`config.mk`:
```
export PLATFORM = sky130hd
export DESIGN_NAME = bram_stream_writer
export DESIGN_NICKNAME = d
export VERILOG_FILES = /design/src/rtl/fc_core_pkg.sv /design/src/rtl/elem_packer.sv /design/src/rtl/bram_stream_writer.sv
export SDC_FILE = /design/constraint.sdc
export NUM_CORES = 1
export LEC_CHECK = 0
export CELL_PAD_IN_SITES_DETAIL_PLACEMENT = 0
export CELL_PAD_IN_SITES_GLOBAL_PLACEMENT = 1
export CORE_MARGIN = 1.5
export CORE_UTILIZATION = 45
export DETAILED_ROUTE_END_ITERATION = 12
export PLACE_DENSITY_LB_ADDON = 0.1
export REMOVE_ABC_BUFFERS = 1
export SETUP_SLACK_MARGIN = 0.15
export SYNTH_ARGS = -nofsm -noshare
export SYNTH_HDL_FRONTEND = slang
export SYNTH_HIERARCHICAL = 1
export SYNTH_SLANG_ARGS = --single-unit
```
`constraint.sdc`:
```
create_clock -name clk -period 5.05 [get_ports clk]
set_input_delay 0.7575 -clock clk [delete_from_list [all_inputs] [get_ports clk]]
set_output_delay 0.7575 -clock clk [all_outputs]
set_load 0.005 [all_outputs]
```
`src/rtl/fc_core_pkg.sv`:
```
// Shared FC-core definitions: FSM encoding, default widths and the element-to-bit-slice mapping
// used by both the BRAM reader and the stream writer.
package fc_core_pkg;

  typedef enum logic [1:0] {
    S_IDLE = 2'd0,
    S_RUN  = 2'd1,
    S_DONE = 2'd2
  } state_t;

  localparam int DEF_CNT_BIT       = 31;
  localparam int DEF_DWIDTH        = 32;
  localparam int DEF_AWIDTH        = 12;
  localparam int DEF_MEM_SIZE      = 4096;
  localparam int DEF_IN_DATA_WIDTH = 8;
  localparam int DEF_NUM_CORE      = 4;

  // Element k lives at [lsb +: iwidth]; element 0 occupies the MSBs.
  function automatic int elem_lsb(input int k, input int dwidth, input int iwidth);
    return dwidth - (k + 1) * iwidth;
  endfunction

endpackage

```
`src/rtl/elem_packer.sv`:
```
// Packs NUM_CORE stream elements into one word, first element in the MSBs.
// word_valid/word are combinational so the completed word can be registered into the BRAM drive.
module elem_packer
  import fc_core_pkg::*;
#(
  parameter int IN_DATA_WIDTH = DEF_IN_DATA_WIDTH,
  parameter int NUM_CORE      = DEF_NUM_CORE,
  parameter int DWIDTH        = DEF_DWIDTH
) (
  input  logic                     clk,
  input  logic                     reset,
  input  logic                     clr,
  input  logic                     elem_valid,
  input  logic [IN_DATA_WIDTH-1:0] elem_data,
  output logic                     word_valid,
  output logic [DWIDTH-1:0]        word
);

  localparam int IDXW = (NUM_CORE > 1) ? $clog2(NUM_CORE) : 1;
  localparam logic [IDXW-1:0] LAST = IDXW'(NUM_CORE - 1);

  logic [IDXW-1:0]   idx;
  logic [DWIDTH-1:0] pack_r;
  logic [DWIDTH-1:0] merged;

  // The incoming element overlays its slot so the final element completes the word in the same cycle.
  for (genvar k = 0; k < NUM_CORE; k++) begin : g_slot
    localparam int LSB = elem_lsb(k, DWIDTH, IN_DATA_WIDTH);
    localparam logic [IDXW-1:0] KI = IDXW'(k);
    assign merged[LSB +: IN_DATA_WIDTH] =
      (idx == KI) ? elem_data : pack_r[LSB +: IN_DATA_WIDTH];
  end

  assign word_valid = elem_valid && (idx == LAST);
  assign word       = merged;

  always_ff @(posedge clk or posedge reset) begin
    if (reset) begin
      idx    <= '0;
      pack_r <= '0;
    end else if (clr) begin
      idx    <= '0;
      pack_r <= '0;
    end else if (elem_valid) begin
      pack_r <= merged;
      idx    <= (idx == LAST) ? '0 : idx + 1'b1;
    end
  end

endmodule

```
`src/rtl/bram_stream_writer.sv`:
```
// Fills a true_dpbram port from a valid/ready element stream, NUM_CORE elements per word from address 0.
// Optional BRAM_STREAM_WRITER_CHECKSUM_EN adds o_checksum, the running sum of words written since start.
module bram_stream_writer
  import fc_core_pkg::*;
#(
  parameter int CNT_BIT       = DEF_CNT_BIT,
  parameter int DWIDTH        = DEF_DWIDTH,
  parameter int AWIDTH        = DEF_AWIDTH,
  parameter int MEM_SIZE      = DEF_MEM_SIZE,
  parameter int IN_DATA_WIDTH = DEF_IN_DATA_WIDTH,
  parameter int NUM_CORE      = DEF_NUM_CORE
) (
  input  logic                     clk,
  input  logic                     reset,
  input  logic                     i_run,
  input  logic [CNT_BIT-1:0]       i_num_cnt,
  output logic                     o_idle,
  output logic                     o_write,
  output logic                     o_done,
  input  logic                     s_valid,
  input  logic [IN_DATA_WIDTH-1:0] s_data,
  output logic                     s_ready,
  output logic [AWIDTH-1:0]        addr_b,
  output logic                     ce_b,
  output logic                     we_b,
  output logic [DWIDTH-1:0]        d_b
`ifdef BRAM_STREAM_WRITER_CHECKSUM_EN
  ,
  output logic [DWIDTH-1:0]        o_checksum
`endif
);

  localparam logic [AWIDTH-1:0] ADDR_LAST = AWIDTH'(MEM_SIZE - 1);

  state_t             state;
  logic [CNT_BIT-1:0] num_r;
  logic [CNT_BIT-1:0] acc_words;
  logic [AWIDTH-1:0]  addr_r;
  logic               start;
  logic               elem_acc;
  logic               word_valid;
  logic [DWIDTH-1:0]  word;

  assign start    = (state == S_IDLE) && i_run;
  assign s_ready  = (state == S_RUN) && (acc_words < num_r);
  assign elem_acc = s_valid && s_ready;

  elem_packer #(
    .IN_DATA_WIDTH(IN_DATA_WIDTH),
    .NUM_CORE     (NUM_CORE),
    .DWIDTH       (DWIDTH)
  ) u_packer (
    .clk       (clk),
    .reset     (reset),
    .clr       (start),
    .elem_valid(elem_acc),
    .elem_data (s_data),
    .word_valid(word_valid),
    .word      (word)
  );

  always_ff @(posedge clk or posedge reset) begin
    if (reset) begin
      state     <= S_IDLE;
      o_idle    <= 1'b1;
      o_write   <= 1'b0;
      o_done    <= 1'b0;
      num_r     <= '0;
      acc_words <= '0;
      addr_r    <= '0;
      addr_b    <= '0;
      ce_b      <= 1'b0;
      we_b      <= 1'b0;
      d_b       <= '0;
    end else begin
      ce_b   <= 1'b0;
      we_b   <= 1'b0;
      o_done <= 1'b0;
      // Word completion only happens in RUN, so it never collides with the start-time clears.
      if (word_valid) begin
        ce_b      <= 1'b1;
        we_b      <= 1'b1;
        d_b       <= word;
        addr_b    <= addr_r;
        addr_r    <= (addr_r == ADDR_LAST) ? '0 : addr_r + 1'b1;
        acc_words <= acc_words + 1'b1;
      end
      case (state)
        S_IDLE: if (i_run) begin
          num_r     <= i_num_cnt;
          acc_words <= '0;
          addr_r    <= '0;
          o_idle    <= 1'b0;
          if (i_num_cnt == '0) begin
            state  <= S_DONE;
            o_done <= 1'b1;
          end else begin
            state   <= S_RUN;
            o_write <= 1'b1;
          end
        end
        // Leave RUN once the last word's write cycle is on the port.
        S_RUN: if (ce_b && (acc_words == num_r)) begin
          state   <= S_DONE;
          o_write <= 1'b0;
          o_done  <= 1'b1;
        end
        S_DONE: begin
          state  <= S_IDLE;
          o_idle <= 1'b1;
        end
        default: begin
          state   <= S_IDLE;
          o_idle  <= 1'b1;
          o_write <= 1'b0;
        end
      endcase
    end
  end

`ifdef BRAM_STREAM_WRITER_CHECKSUM_EN
  always_ff @(posedge clk or posedge reset) begin
    if (reset)           o_checksum <= '0;
    else if (start)      o_checksum <= '0;
    else if (word_valid) o_checksum <= o_checksum + word;
  end
`endif

endmodule

```
==> impl_metrics.py <==
metrics = {
    "layout": {
        "drive_gt1_share_pct": 15.6,
        "fill_cells": 1507,
        "layout_common_cells": "157 x dfrtp_1, 92 x clkdlybuf4s50_1, 76 x mux2_2",
        "fin_util_pct": 55.6,
        "fin_cells": 1040,
        "n_antenna_cell": 0,
        "layout.nets": 884,
        "final_common_cell": "dfrtp_1",
        "post-route-cell-area_sq_mm": 0.00954,
        "syn2layout_area_growth_pct": 21.3,
    },
    "cts": {
        "cts_hold_buf": 0,
        "worstSkewPairLatency_ns": 0.42,
        "cts_resized": 0,
        "cts_buffers": 17,
        "cts_tree": "built",
        "cts_root_buf": "clkbuf_16",
        "clock_sinks": 158,
        "clockBufferDepth": 2,
        "cts.htree.levels": 4,
        "cts_setup_buffers": 0,
        "clk_pin_slew_ns": 0.06,
    },
    "floorplan": {
        "core-area_sq_mm": 0.0172,
        "dieHeight_um": 135,
        "fp-row-count": 48,
        "die_x_um": 135,
        "ios": 93,
        "fp.dieArea_sq_mm": 0.0183,
        "initial_utilization_pct": 45.8,
    },
    "logic_synthesis": {
        "synth-edff-count": 0,
        "ys_async_sr_fraction_pct": 100,
        "ys_seq_elements": 158,
        "avgSynthCellArea_sq_um": 11.0,
        "ys.flop_type": "dfrtp_1",
        "syn-cell-area_sq_mm": 0.00786,
        "ys_types": 48,
        "yosysSeqAreaShare_pct": 50.3,
        "synth_warnings": 6,
        "syn_inst": 713,
    },
    "worst_setup_path": {
        "cp-start-kind": "flop",
        "worst_path_max_delay_cell": "dfrtp_1",
        "worstPathMaxFanout": 32,
        "critPathCaptureType": "flop",
        "required_ns": 5.35,
        "crit_family": "simple AND/OR/NAND/NOR gates",
        "worst-setup-path-type": "reg2reg",
        "ff2ff_setup_slack_ns": 0.95,
        "path_cells": "ha_1, a21o_1, a221o_1, a22o_1, or4_4, nor4b_2, buf_4, nand2_4, inv_2, buf_4, nand3_1, nor2_1, nand4_1, nand2_1, nor2_1",
        "arrival_ns": 4.40,
        "cp_num_buf_inv": 3,
        "slowest_delay_ns": 0.44,
    },
    "placed_design": {
        "placed_cell_area_sq_mm": 0.00898,
        "placedCellCount": 1010,
        "gp_congestion": 0.814,
        "dp_hpwl_mm": 12.4,
        "port_buffers": 92,
    },
    "routing": {
        "first_pass_iters": 4,
        "dr.first_iter.drc_count": 207,
        "ant_nets": 0,
        "avgRoutedWirePerCell_um": 16.8,
        "routed_wl_mm": 17.4,
        "via_per_inst": 5.15,
        "drc": 0,
        "dr_total_vias": 5358,
    },
    "run": {
        "cap_violations": 0,
    },
    "sta": {
        "drv_slew": 0,
        "finalHoldViolations": 0,
        "whs_ns": 0.488,
        "relSlewSlack_pct": 53.1,
        "grt_setup_unrepaired": "no",
        "skew_ns": 0.00932,
        "clock.fmax_mhz": 244,
        "tightest_slew_ns": 0.703,
        "setup-violations-final": 0,
        "period_share_pct": 81.2,
        "fin_crit_ns": 4.10,
    },
    "grt": {
        "antenna_found_initial": 0,
        "grt_pass1_wl_mm": 29.2,
        "overflow": 0,
        "grt_pass1_vias": 5721,
        "grt_max_degree": 73,
        "grt_usage_pct": 20.5,
    },
    "power": {
        "fin_total_pwr_w": 0.00442,
        "powerDensity_mw_per_mm2": 463,
        "irDropWorstVdd_v": 0.000326,
        "p_leak_nw": 4.46,
    },
    "run_status": {
        "status": "complete, no violations",
    },
    "hold_path": {
        "hold_path.class": "reg2reg",
    },
}
[power by group]
part | switching (W) | internal (W)
logic | 0.000599 | 0.000772
registers | 0.000204 | 0.00163
clock network | 0.000506 | 0.000710
total | 0.00131 | 0.00311
[registers in the layout, summed over array words and instances, names as in the netlist, 2 cells and up]
name / flops
num_r: 31
addr_b: 12
d_b: 32
state: 2
acc_words: 31
u_packer/idx: 2
u_packer/pack_r: 32
addr_r: 12
[Yosys cell counts (3+ instances only)]
| master | instances | area (sq um) |
|---|---|---|
| dfrtp_1 | 157 | 3930 |
| mux2_2 | 76 | 856 |
| nor2_1 | 57 | 214 |
| nand2_1 | 56 | 210 |
| nand2b_1 | 41 | 257 |
| inv_1 | 39 | 146 |
| ha_1 | 37 | 463 |
| o21ai_0 | 36 | 180 |
| mux2i_1 | 35 | 350 |
| nand4_1 | 22 | 138 |
| xor2_1 | 22 | 193 |
| xnor2_1 | 18 | 158 |
| nand3_1 | 17 | 85.1 |
| a21oi_1 | 15 | 75.1 |
| clkbuf_1 | 12 | 45.0 |
| nor4_1 | 11 | 68.8 |
| and3_1 | 9 | 56.3 |
| buf_1 | 6 | 22.5 |
| buf_4 | 5 | 37.5 |
| nor3_1 | 5 | 25.0 |
| and4_1 | 3 | 26.3 |
[final cells by class]
class                           instances  area (sq um)  share of cell area [%]
Timing Repair Buffer                   99           973                    10.2
Sequential cell                       158          3960                    41.5
Clock inverter                         10          90.1                   0.944
Tap cell                              225           282                    2.95
Inverter                               40           154                    1.61
Multi-Input combinational cell        488          3620                    37.9
Clock buffer                           20           467                    4.89
[worst paths after layout]
| path | start | endpoint | cells past startpoint |
|---|---|---|---|
| setup reg to reg | acc_words[16] | addr_r[0] | 15 |
| min in group asynchronous | reset | d_b[16] | 2 |
| setup / recovery | acc_words[16] | addr_r[0] | 15 |
| max in group asynchronous | reset | acc_words[5] | 3 |
| hold reg to reg | o_idle | o_idle | 2 |
| hold / removal | o_idle | o_idle | 2 |
[per-layer routing]
metal	vias up	global-route usage (%)	share of wire, %
li1	2636	-	-
met1	2626	26.1	45
met2	81	35.1	51
met3	15	3.55	2.4
met4	0	7.65	1.8
met5	-	0	0
[through the flow]
stage / setup slack (ns) / setup TNS, ns
4_1_cts: 0.915 / 0
6_report: 0.952 / 0
3_5_place_dp: 0.935 / 0
5_1_grt: 0.632 / 0
3_3_place_gp: 1.07 / 0
2_1_floorplan: -0.372 / -3.03
[tightest hold or removal path, cell delays in order, from the launching register on]
cell and delay, ns:
dfstp_2 0.37, nor2_1 0.08, nor2_1 0.04
[logic make-up (layout without fill, tap and decap cells)]
| group | Yosys count | after routing | share of synthesized area, % |
|---|---|---|---|
| simple gates | 239 | 239 | 16.1 |
| buf+inv | 67 | 169 | 3.66 |
| flops | 158 | 158 | 50.3 |
| xor+xnor | 40 | 40 | 4.45 |
| compound gates | 61 | 61 | 4.26 |
| mux | 111 | 111 | 15.3 |
| fa+ha+maj | 37 | 37 | 5.89 |
Note: power is estimated with default switching activity, not from simulation.
